==> src/rtl/cpu_pkg.sv <==
// Shared CPU constants and the fetch-stage state type.
package cpu_pkg;

  localparam logic [31:0] NOP_INSTR       = 32'h0000_0013;
  localparam logic [31:0] PC_ADDR_DEFAULT = 32'h8000_0000;

  typedef enum logic [1:0] {
    IDLE  = 2'd0,
    FETCH = 2'd1,
    HOLD  = 2'd2
  } if_state_t;

endpackage

==> src/rtl/if_skid_buf.sv <==
// One-entry {pc, instr} parking buffer used when ID stalls on a completed fetch.
module if_skid_buf
  import cpu_pkg::*;
#(
  parameter int unsigned ADDR_WIDTH = 32,
  parameter int unsigned DATA_WIDTH = 32
) (
  input  logic                  clk,
  input  logic                  reset_n,
  input  logic                  load,
  input  logic                  drain,
  input  logic                  clear,
  input  logic [ADDR_WIDTH-1:0] pc_in,
  input  logic [DATA_WIDTH-1:0] instr_in,
  output logic                  valid,
  output logic [ADDR_WIDTH-1:0] pc,
  output logic [DATA_WIDTH-1:0] instr
);

  logic                  valid_q, valid_d;
  logic [ADDR_WIDTH-1:0] pc_q, pc_d;
  logic [DATA_WIDTH-1:0] instr_q, instr_d;

  // Emptying (drain or clear) wins over a same-cycle load.
  always_comb begin
    valid_d = valid_q;
    pc_d    = pc_q;
    instr_d = instr_q;
    if (clear || drain) begin
      valid_d = 1'b0;
    end else if (load) begin
      valid_d = 1'b1;
      pc_d    = pc_in;
      instr_d = instr_in;
    end
  end

  // Buffer registers.
  always_ff @(posedge clk or negedge reset_n) begin
    if (!reset_n) begin
      valid_q <= 1'b0;
      pc_q    <= '0;
      instr_q <= DATA_WIDTH'(NOP_INSTR);
    end else begin
      valid_q <= valid_d;
      pc_q    <= pc_d;
      instr_q <= instr_d;
    end
  end

  assign valid = valid_q;
  assign pc    = pc_q;
  assign instr = instr_q;

endmodule

==> src/rtl/if_fetch_stage.sv <==
// Instruction fetch: owns the PC, masters a Wishbone-classic imem port, feeds IF/ID.
module if_fetch_stage
  import cpu_pkg::*;
#(
  parameter int unsigned           ADDR_WIDTH = 32,
  parameter int unsigned           DATA_WIDTH = 32,
  parameter logic [ADDR_WIDTH-1:0] PC_ADDR    = ADDR_WIDTH'(PC_ADDR_DEFAULT)
) (
  input  logic                  clk,
  input  logic                  reset_n,
  input  logic                  stall,
  input  logic                  flush,
  input  logic                  use_branch,
  input  logic [ADDR_WIDTH-1:0] branch_out,
  output logic                  imem_cyc_o,
  output logic                  imem_stb_o,
  output logic [ADDR_WIDTH-1:0] imem_adr_o,
  input  logic                  imem_ack_i,
  input  logic [DATA_WIDTH-1:0] imem_dat_i,
  output logic [ADDR_WIDTH-1:0] if_pc,
  output logic [DATA_WIDTH-1:0] if_instr,
  output logic                  if_valid
);

  localparam logic [ADDR_WIDTH-1:0] PC_STEP    = ADDR_WIDTH'(4);
  localparam logic [ADDR_WIDTH-1:0] ALIGN_MASK = ~ADDR_WIDTH'(3);

  if_state_t             state_q, state_d;
  logic [ADDR_WIDTH-1:0] pc_q, pc_d;
  logic                  kill_q, kill_d;
  logic [ADDR_WIDTH-1:0] pend_pc_q, pend_pc_d;
  logic                  cyc_q, cyc_d;
  logic                  if_valid_q, if_valid_d;
  logic [ADDR_WIDTH-1:0] if_pc_q, if_pc_d;
  logic [DATA_WIDTH-1:0] if_instr_q, if_instr_d;

  logic                  buf_load, buf_drain, buf_clear;
  logic                  buf_valid;
  logic [ADDR_WIDTH-1:0] buf_pc;
  logic [DATA_WIDTH-1:0] buf_instr;
  logic [ADDR_WIDTH-1:0] redirect_pc;

  // Redirect targets are always word aligned.
  assign redirect_pc = branch_out & ALIGN_MASK;

  if_skid_buf #(
    .ADDR_WIDTH (ADDR_WIDTH),
    .DATA_WIDTH (DATA_WIDTH)
  ) u_skid_buf (
    .clk      (clk),
    .reset_n  (reset_n),
    .load     (buf_load),
    .drain    (buf_drain),
    .clear    (buf_clear),
    .pc_in    (pc_q),
    .instr_in (imem_dat_i),
    .valid    (buf_valid),
    .pc       (buf_pc),
    .instr    (buf_instr)
  );

  // Next-state, PC sequencing and IF/ID load decisions.
  always_comb begin
    state_d    = state_q;
    pc_d       = pc_q;
    kill_d     = kill_q;
    pend_pc_d  = pend_pc_q;
    if_valid_d = stall ? if_valid_q : 1'b0;
    if_pc_d    = if_pc_q;
    if_instr_d = if_instr_q;
    buf_load   = 1'b0;
    buf_drain  = 1'b0;
    buf_clear  = 1'b0;

    case (state_q)
      IDLE: begin
        state_d = FETCH;
        if (use_branch) pc_d = redirect_pc;
      end
      FETCH: begin
        if (imem_ack_i) begin
          if (kill_q || use_branch) begin
            // Word belongs to the wrong path; newest redirect target wins.
            pc_d   = use_branch ? redirect_pc : pend_pc_q;
            kill_d = 1'b0;
          end else if (flush) begin
            pc_d = pc_q + PC_STEP;
          end else if (!stall) begin
            if_valid_d = 1'b1;
            if_pc_d    = pc_q;
            if_instr_d = imem_dat_i;
            pc_d       = pc_q + PC_STEP;
          end else begin
            buf_load = 1'b1;
            pc_d     = pc_q + PC_STEP;
            state_d  = HOLD;
          end
        end else if (use_branch) begin
          // Address must stay stable until ack; remember the redirect instead.
          kill_d    = 1'b1;
          pend_pc_d = redirect_pc;
        end
      end
      HOLD: begin
        if (use_branch) begin
          buf_clear = 1'b1;
          pc_d      = redirect_pc;
          state_d   = FETCH;
        end else if (flush) begin
          buf_clear = 1'b1;
          state_d   = FETCH;
        end else if (!stall) begin
          buf_drain  = 1'b1;
          if_valid_d = buf_valid;
          if_pc_d    = buf_pc;
          if_instr_d = buf_instr;
          state_d    = FETCH;
        end
      end
      default: state_d = IDLE;
    endcase

    if (flush) if_valid_d = 1'b0;
    cyc_d = (state_d == FETCH);
  end

  // State, PC and IF/ID registers.
  always_ff @(posedge clk or negedge reset_n) begin
    if (!reset_n) begin
      state_q    <= IDLE;
      pc_q       <= PC_ADDR;
      kill_q     <= 1'b0;
      pend_pc_q  <= PC_ADDR;
      cyc_q      <= 1'b0;
      if_valid_q <= 1'b0;
      if_pc_q    <= PC_ADDR;
      if_instr_q <= DATA_WIDTH'(NOP_INSTR);
    end else begin
      state_q    <= state_d;
      pc_q       <= pc_d;
      kill_q     <= kill_d;
      pend_pc_q  <= pend_pc_d;
      cyc_q      <= cyc_d;
      if_valid_q <= if_valid_d;
      if_pc_q    <= if_pc_d;
      if_instr_q <= if_instr_d;
    end
  end

  assign imem_cyc_o = cyc_q;
  assign imem_stb_o = cyc_q;
  assign imem_adr_o = pc_q;
  assign if_valid   = if_valid_q;
  assign if_pc      = if_pc_q;
  assign if_instr   = if_instr_q;

endmodule

==> config.mk <==
export PLATFORM = sky130hd
export DESIGN_NAME = if_fetch_stage
export DESIGN_NICKNAME = d
export VERILOG_FILES = /design/src/rtl/cpu_pkg.sv /design/src/rtl/if_skid_buf.sv /design/src/rtl/if_fetch_stage.sv
export SDC_FILE = /design/constraint.sdc
export NUM_CORES = 1
export LEC_CHECK = 0
export CAP_MARGIN = 20
export CORE_UTILIZATION = 45
export DETAILED_ROUTE_END_ITERATION = 8
export HOLD_SLACK_MARGIN = 0.1
export PLACE_DENSITY = 0.71
export SLEW_MARGIN = 20
export SYNTH_ARGS = -nofsm -noshare
export SYNTH_HDL_FRONTEND = slang
export SYNTH_SLANG_ARGS = --single-unit
==> constraint.sdc <==
create_clock -name clk -period 3.1 [get_ports clk]
set_clock_uncertainty 0.2 [all_clocks]
set_input_delay 0.465 -clock clk [delete_from_list [all_inputs] [get_ports clk]]
set_output_delay 0.465 -clock clk [all_outputs]
set_load 0.005 [all_outputs]
==> metrics, run 1 <==
Reg power frac 0.441; Root Buffer clkbuf_16; Pint 0.00724 W; Detail Route Antenna Nets 0; Layout area overhead 28.6%; Yosys top cell area share 0.513; HP Class flop to flop; clock slew at reported path FFs 0.07 ns; Clock Sinks 198; sw frac 0.330; Worst path slowest cell or4_1; Crit. End Element flop; Net Sw Power 0.00357 W; worst skew pair latency 0.43 ns; crit-path max cell delay 0.55 ns; failing checks DRC; gr usage total 0.213; via count 6,819; final setup fails 0; DR pass1 iterations 9; Routability Congestion 0.834; dominant cell type by area after synthesis dfrtp_1; Tot Pwr 0.0108 W; most common cell in the netlist dfrtp_1; Cell variety after synth 63; 1st-iter DRT viols 453; register area share after synthesis 0.538; Worst VDD drop 436 µV; largest net degree at the start of global routing 129; Leak Pwr 4.93 nW; startpoint types flop; overflow left after global routing 0; Nets 1,055; Max-slew headroom 0.472; syn_area_per_cell 11.2 µm²; ys flop type dfrtp_1; Max Clock Freq 399 MHz; share of layout cells above drive strength 1 0.176; Die H 145 µm; DP HPWL 14,800 µm; DRT Wirelength 21,800 µm; CTS tree yes; Max FO, Critical Path 22; Starting Density 0.458; std cell rows 52; DIE AREA 0.0211 mm²; cells after synthesis 826; Commonest cells post-synth dfrtp_1 (189), nand2_1 (108), o21ai_0 (92); DIE WIDTH 145 µm; vias per cell 5.40; FF-to-FF path depth 6; Clk pwr share 0.209; synth warn 0; CP Cell Sequence inv_1 > ha_1 > or4_1 > buf_4 > o41ai_1 > a22o_1; Final Hold Vio Count 0; Slew Viols, Final 0; first-pass GRT wire length 35,600 µm; antenna fix cells 0; Mapped Nets 901; CP arrival 2.67 ns; Critical Setup Path Class flop to flop; vias in the first global route 6,624; clock buffer depth 2; Tightest Pin Transition 0.793 ns; top-level port count 169; Async SR Flop Fraction 1.00; Hold Crit Depth 2; number of fill cells 1,747; Max-Cap Viols 0; Final TNS setup 0 ns; RSZ-0062 raised after global routing no; DR DRC count 2; Final Critical Period 2.51 ns; Pwr per Cell Area 911 mW/mm²; Post-Syn Area 0.00923 mm²; WP data required 3.27 ns; EDFF count, synth 0; outcome finished with violations; Port Buf Inserts 166; CORE AREA 0.0202 mm²; H-tree depth 4; routed len/inst 17.3 µm; period utilization 0.809; CTS buffer count 17; synth top area cells dfrtp_1 (51%), mux2_2 (10%), mux2i_1 (7.3%); initial antenna violation count 0; combinational fraction of design power 0.350; Post-CTS Resized 0; Yosys reg bits 198
[cell usage in the layout (no fill, tap or decap), types with 6 or more instances in the layout]
master / instances
a21oi_1: 22
a22o_1: 9
a22oi_1: 6
and2_1: 6
and3_1: 8
buf_4: 22
clkbuf_16: 17
clkdlybuf4s50_1: 165
dfrtp_1: 189
dfstp_2: 9
inv_1: 11
mux2_1: 9
mux2_2: 85
mux2i_1: 67
nand2_1: 108
nand3_1: 25
nor2_1: 23
o21ai_0: 92
o22ai_1: 7
[repair_timing]
action,in CTS,in global routing
hold buffers,1,0
setup buffers,0,0
hold endpoints to repair,58,0
[kinds of logic after synthesis]
family	synth area share
AO/OA/AOI/OAI	0.117
adder cells (fa/ha/maj)	0.00678
buffers and inverters	0.0332
flip-flops	0.538
multiplexers	0.187
AND/OR/NAND/NOR	0.118
[per-layer routing]
layer  GRT usage  wire (µm)  up-vias
met3      0.0384        849       32
met5           0          0        -
met2       0.327      10200      168
met1       0.304      10300     3358
met4      0.0747        454        0
li1            -          -     3261
[critical path, delay by kind of cell (launching register included)]
kind | cells | cell delay (ns)
adders and majority gates | 1 | 0.29
DFF | 1 | 0.44
buffers and inverters | 2 | 0.37
AOI/OAI and AO/OA | 2 | 0.58
and+or+nand+nor | 1 | 0.55
[final timing paths]
kind | slack [ns] | start | endpoint
min reg2reg | 0.28 | if_instr[25]$_DFFE_PN0P_ | if_instr[25]$_DFFE_PN0P_
min in group asynchronous | 0.38 | reset_n | if_instr[8]$_DFFE_PN0P_
max reg2reg | 0.59 | state_q[0]$_DFF_PN0_ | imem_adr_o[8]$_DFFE_PN0P_
min | 0.28 | if_instr[25]$_DFFE_PN0P_ | if_instr[25]$_DFFE_PN0P_
max in group asynchronous | 1.58 | reset_n | u_skid_buf.instr[1]$_DFFE_PN1P_
max | 0.59 | state_q[0]$_DFF_PN0_ | imem_adr_o[8]$_DFFE_PN0P_
[state kept, by name, indices dropped and copies added (netlist names)]
| register | cells |
|---|---|
| if_instr | 32 |
| if_pc | 32 |
| if_valid | 1 |
| imem_adr_o | 32 |
| imem_cyc_o | 1 |
| kill_q | 1 |
| pend_pc_q | 32 |
| state_q | 2 |
| u_skid_buf.instr | 32 |
| u_skid_buf.pc | 32 |
| u_skid_buf.valid | 1 |
[final cells by class]
type	count	area, µm²	area share
Inverter	11	41.3	0.00348
Clock inverter	14	166	0.0140
Tap cell	270	338	0.0285
Multi-Input combinational cell	558	3980	0.336
Sequential cell	198	4970	0.419
Timing Repair Buffer	194	1940	0.164
Clock buffer	18	429	0.0362
[power by group through the flow]
stage / clock network [W] / registers (W) / logic [W]
2_1_floorplan: 0 / 0.00455 / 0.00198
3_3_place_gp: 0 / 0.00476 / 0.00373
3_5_place_dp: 0 / 0.00482 / 0.00382
4_1_cts: 0.00231 / 0.00477 / 0.00383
5_1_grt: 0.00242 / 0.00496 / 0.00415
6_report: 0.00226 / 0.00477 / 0.00378
[through the flow]
step / utilization / instances / hold slack [ns] / setup WS, ns / area (µm²)
after floorplan: - / 826 / -0.0306 / 0.880 / 9230
after global placement: 0.558 / 1230 / 0.260 / 0.349 / 11300
after detailed placement: 0.558 / 1230 / 0.268 / 0.355 / 11300
after CTS: 0.588 / 1263 / 0.283 / 0.627 / 11900
after global routing: 0.588 / 1263 / 0.303 / 0.437 / 11900
final: 0.588 / 1263 / 0.278 / 0.593 / 11900
(Power assumes the default switching activity.)
==> run 2: changes to the inputs <==
clock period = 2.5 ns   (was 3.1 ns; I/O delays follow)
==> run 2 against run 1 <==
- the run still ends with DRC left
- die area is the same
- global-route usage grew 0.78 points
- sequential power increased by 19%
- utilization increased by 1.8 points
- first-iteration DRC count shrank 17%
- combinational power rose by 40%
- sequential cell count is the same
- design area grew 3.1%
- clock power increased by 33%
- wire length increased by 2.9%
- sequential share of layout area down 1.3 points
- critical path type unchanged
- critical endpoint unchanged
- largest cell class unchanged
- highest routed layer unchanged
==> metrics, run 2 (synthesis results as in run 1) <==
Max-Cap Viols 0 (unchanged); outcome finished with violations; period utilization 0.931 (+0.122); Max Clock Freq 430 MHz (+7.7%); Worst path slowest cell or4_1; final worst slack 0.173 ns (-0.420 ns); failing checks DRC; Final Hold Vio Count 0 (unchanged); worst setup path endpoint imem_adr_o[8]$_DFFE_PN0P_; H-tree depth 4 (unchanged); vias in the first global route 6,881 (+3.9%); CTS tree yes; Critical Setup Path Class flop to flop; Crit path max-delay family simple AND/OR/NAND/NOR gates; DR DRC count 2 (unchanged); first-pass GRT wire length 36,700 µm (+3.2%); WP data required 2.67 ns (-0.60 ns); Final Instance Area 0.0122 mm² (+3.1%); top-level port count 169 (unchanged); clock buffer depth 2 (unchanged); CTS buffer count 17 (unchanged); Setup WS pre-CTS -0.0958 ns (-0.451 ns); Worst VDD drop 595 µV (+36%); Setup Buffers After CTS 0 (unchanged); startpoint types flop; CORE AREA 0.0202 mm² (unchanged); Seq. cell area 0.00497 mm² (unchanged); Final TNS setup 0 ns (unchanged); Crit. End Element flop; worst skew pair latency 0.44 ns (about the same); final setup fails 0 (unchanged); overflow left after global routing 0 (unchanged); DP HPWL 15,300 µm (+3.4%); largest net degree at the start of global routing 71 (-45%); Nets 1,088 (+3.1%); commonest non-fill, non-tap cell in the layout dfrtp_1; Root Buffer clkbuf_16; Layout area overhead 32.6%; crit-path max cell delay 0.56 ns (about the same); HP Class primary input to asynchronous set/reset pin; Max-slew headroom 0.667 (+0.195); Critical Path Stages 6 (unchanged); RSZ-0062 raised after global routing no; number of fill cells 1,712 (-2.0%); DIE AREA 0.0211 mm² (unchanged); CP arrival 2.50 ns (-0.17 ns); DRT Wirelength 22,500 µm (+2.9%); Clock Sinks 198 (unchanged); 1st-iter DRT viols 374 (-17%); sum of buffers and inverters on the critical path 2 (unchanged); commonest cells after routing, fill and taps aside dfrtp_1 (189), clkdlybuf4s50_1 (165), nand2_1 (108); non-filler cells in the finished layout 1,296 (+2.6%); DP Area 0.0116 mm² (+2.9%); Slew Viols, Final 0 (unchanged); std cell rows 52 (unchanged); Pwr per Cell Area 1140 mW/mm² (+25%); Starting Density 0.458 (unchanged); via count 7,049 (+3.4%); share of layout cells above drive strength 1 0.204 (+0.0275); antenna fix cells 0 (unchanged); Detail Route Antenna Nets 0 (unchanged); reg-to-reg critical path endpoint imem_adr_o[8]$_DFFE_PN0P_; Hold Buf Count CTS 1 (unchanged); area taken by multi-input logic gates 0.00398 mm² (unchanged); worst r2r src state_q[0]$_DFF_PN0_; Reg2Reg Setup Slack 0.17 ns (-0.42 ns); critical path launch point state_q[0]$_DFF_PN0_; Cell Count Post-Placement 1,263 (+2.7%); DIE WIDTH 145 µm (unchanged); FF-to-FF path depth 6 (unchanged); Max FO, Critical Path 16 (-27%); initial antenna violation count 0 (unchanged); vias per cell 5.44 (+0.74%); CP Cell Sequence inv_1 > ha_1 > or4_1 > buf_4 > o41ai_1 > a22o_1; Die H 145 µm (unchanged); clock slew at reported path FFs 0.08 ns (about the same); Port Buf Inserts 166 (unchanged); routed len/inst 17.3 µm (+0.27%); Final Critical Period 2.33 ns (-0.180 ns); Fin Hold WS 0.255 ns (-0.0226 ns); Routability Congestion 0.845 (+1.3%); Post-CTS Resized 0 (unchanged); DR pass1 iterations 7 (-2); gr usage total 0.221 (+0.00777); Leak Pwr 5.14 nW (+4.4%); Tightest Pin Transition 0.499 ns (-0.293 ns)
==> run 2: changes by cell type in the layout (fill, tap and decap cells not counted), moves of 2 or more <==
| cell | change |
|---|---|
| inv_8 | -2 |
| clkinv_4 | -3 |
| buf_12 | +6 |
| buf_4 | +27 |
| clkbuf_8 | +2 |
| bufinv_16 | +2 |
==> run 2: worst min path at each step <==
| stage | from | depth (start not counted) | to |
|---|---|---|---|
| after global routing | reset_n | 2 | if_instr[9]$_DFFE_PN0P_ |
| after floorplan | reset_n | 0 | if_instr[10]$_DFFE_PN0P_ |
| after CTS | reset_n | 2 | if_instr[9]$_DFFE_PN0P_ |
| final | reset_n | 2 | if_instr[9]$_DFFE_PN0P_ |
| after detailed placement | reset_n | 1 | if_instr[9]$_DFFE_PN0P_ |
| after global placement | reset_n | 1 | if_instr[9]$_DFFE_PN0P_ |
==> run 2: metrics by stage <==
stage          utilization  total power, W
6_report             0.607          0.0140
5_1_grt              0.607          0.0149
4_1_cts              0.607          0.0141
3_5_place_dp         0.574          0.0111
3_3_place_gp         0.574          0.0109
2_1_floorplan            -         0.00809
==> run 2: where the power goes <==
part | switching, W | internal (W)
registers | 0.000979 | 0.00471
clock network | 0.00126 | 0.00175
logic | 0.00225 | 0.00303
==> run 2: area by class of cell <==
type | count | area share
clock inverters | 13 | 0.0156
inverters | 11 | 0.00337
flip-flops and latches | 198 | 0.406
clock buffers | 19 | 0.0370
repair buffers | 227 | 0.185
multi-input cells | 558 | 0.326
well taps | 270 | 0.0276
==> run 2: per-layer routing <==
layer	GRT usage	wire, µm	vias up	part of all wire
met5	0	0	-	0
met4	0.0732	352	0	0.016
met3	0.0428	1040	27	0.047
met2	0.351	10800	205	0.48
met1	0.304	10300	3470	0.46
li1	-	-	3347	-
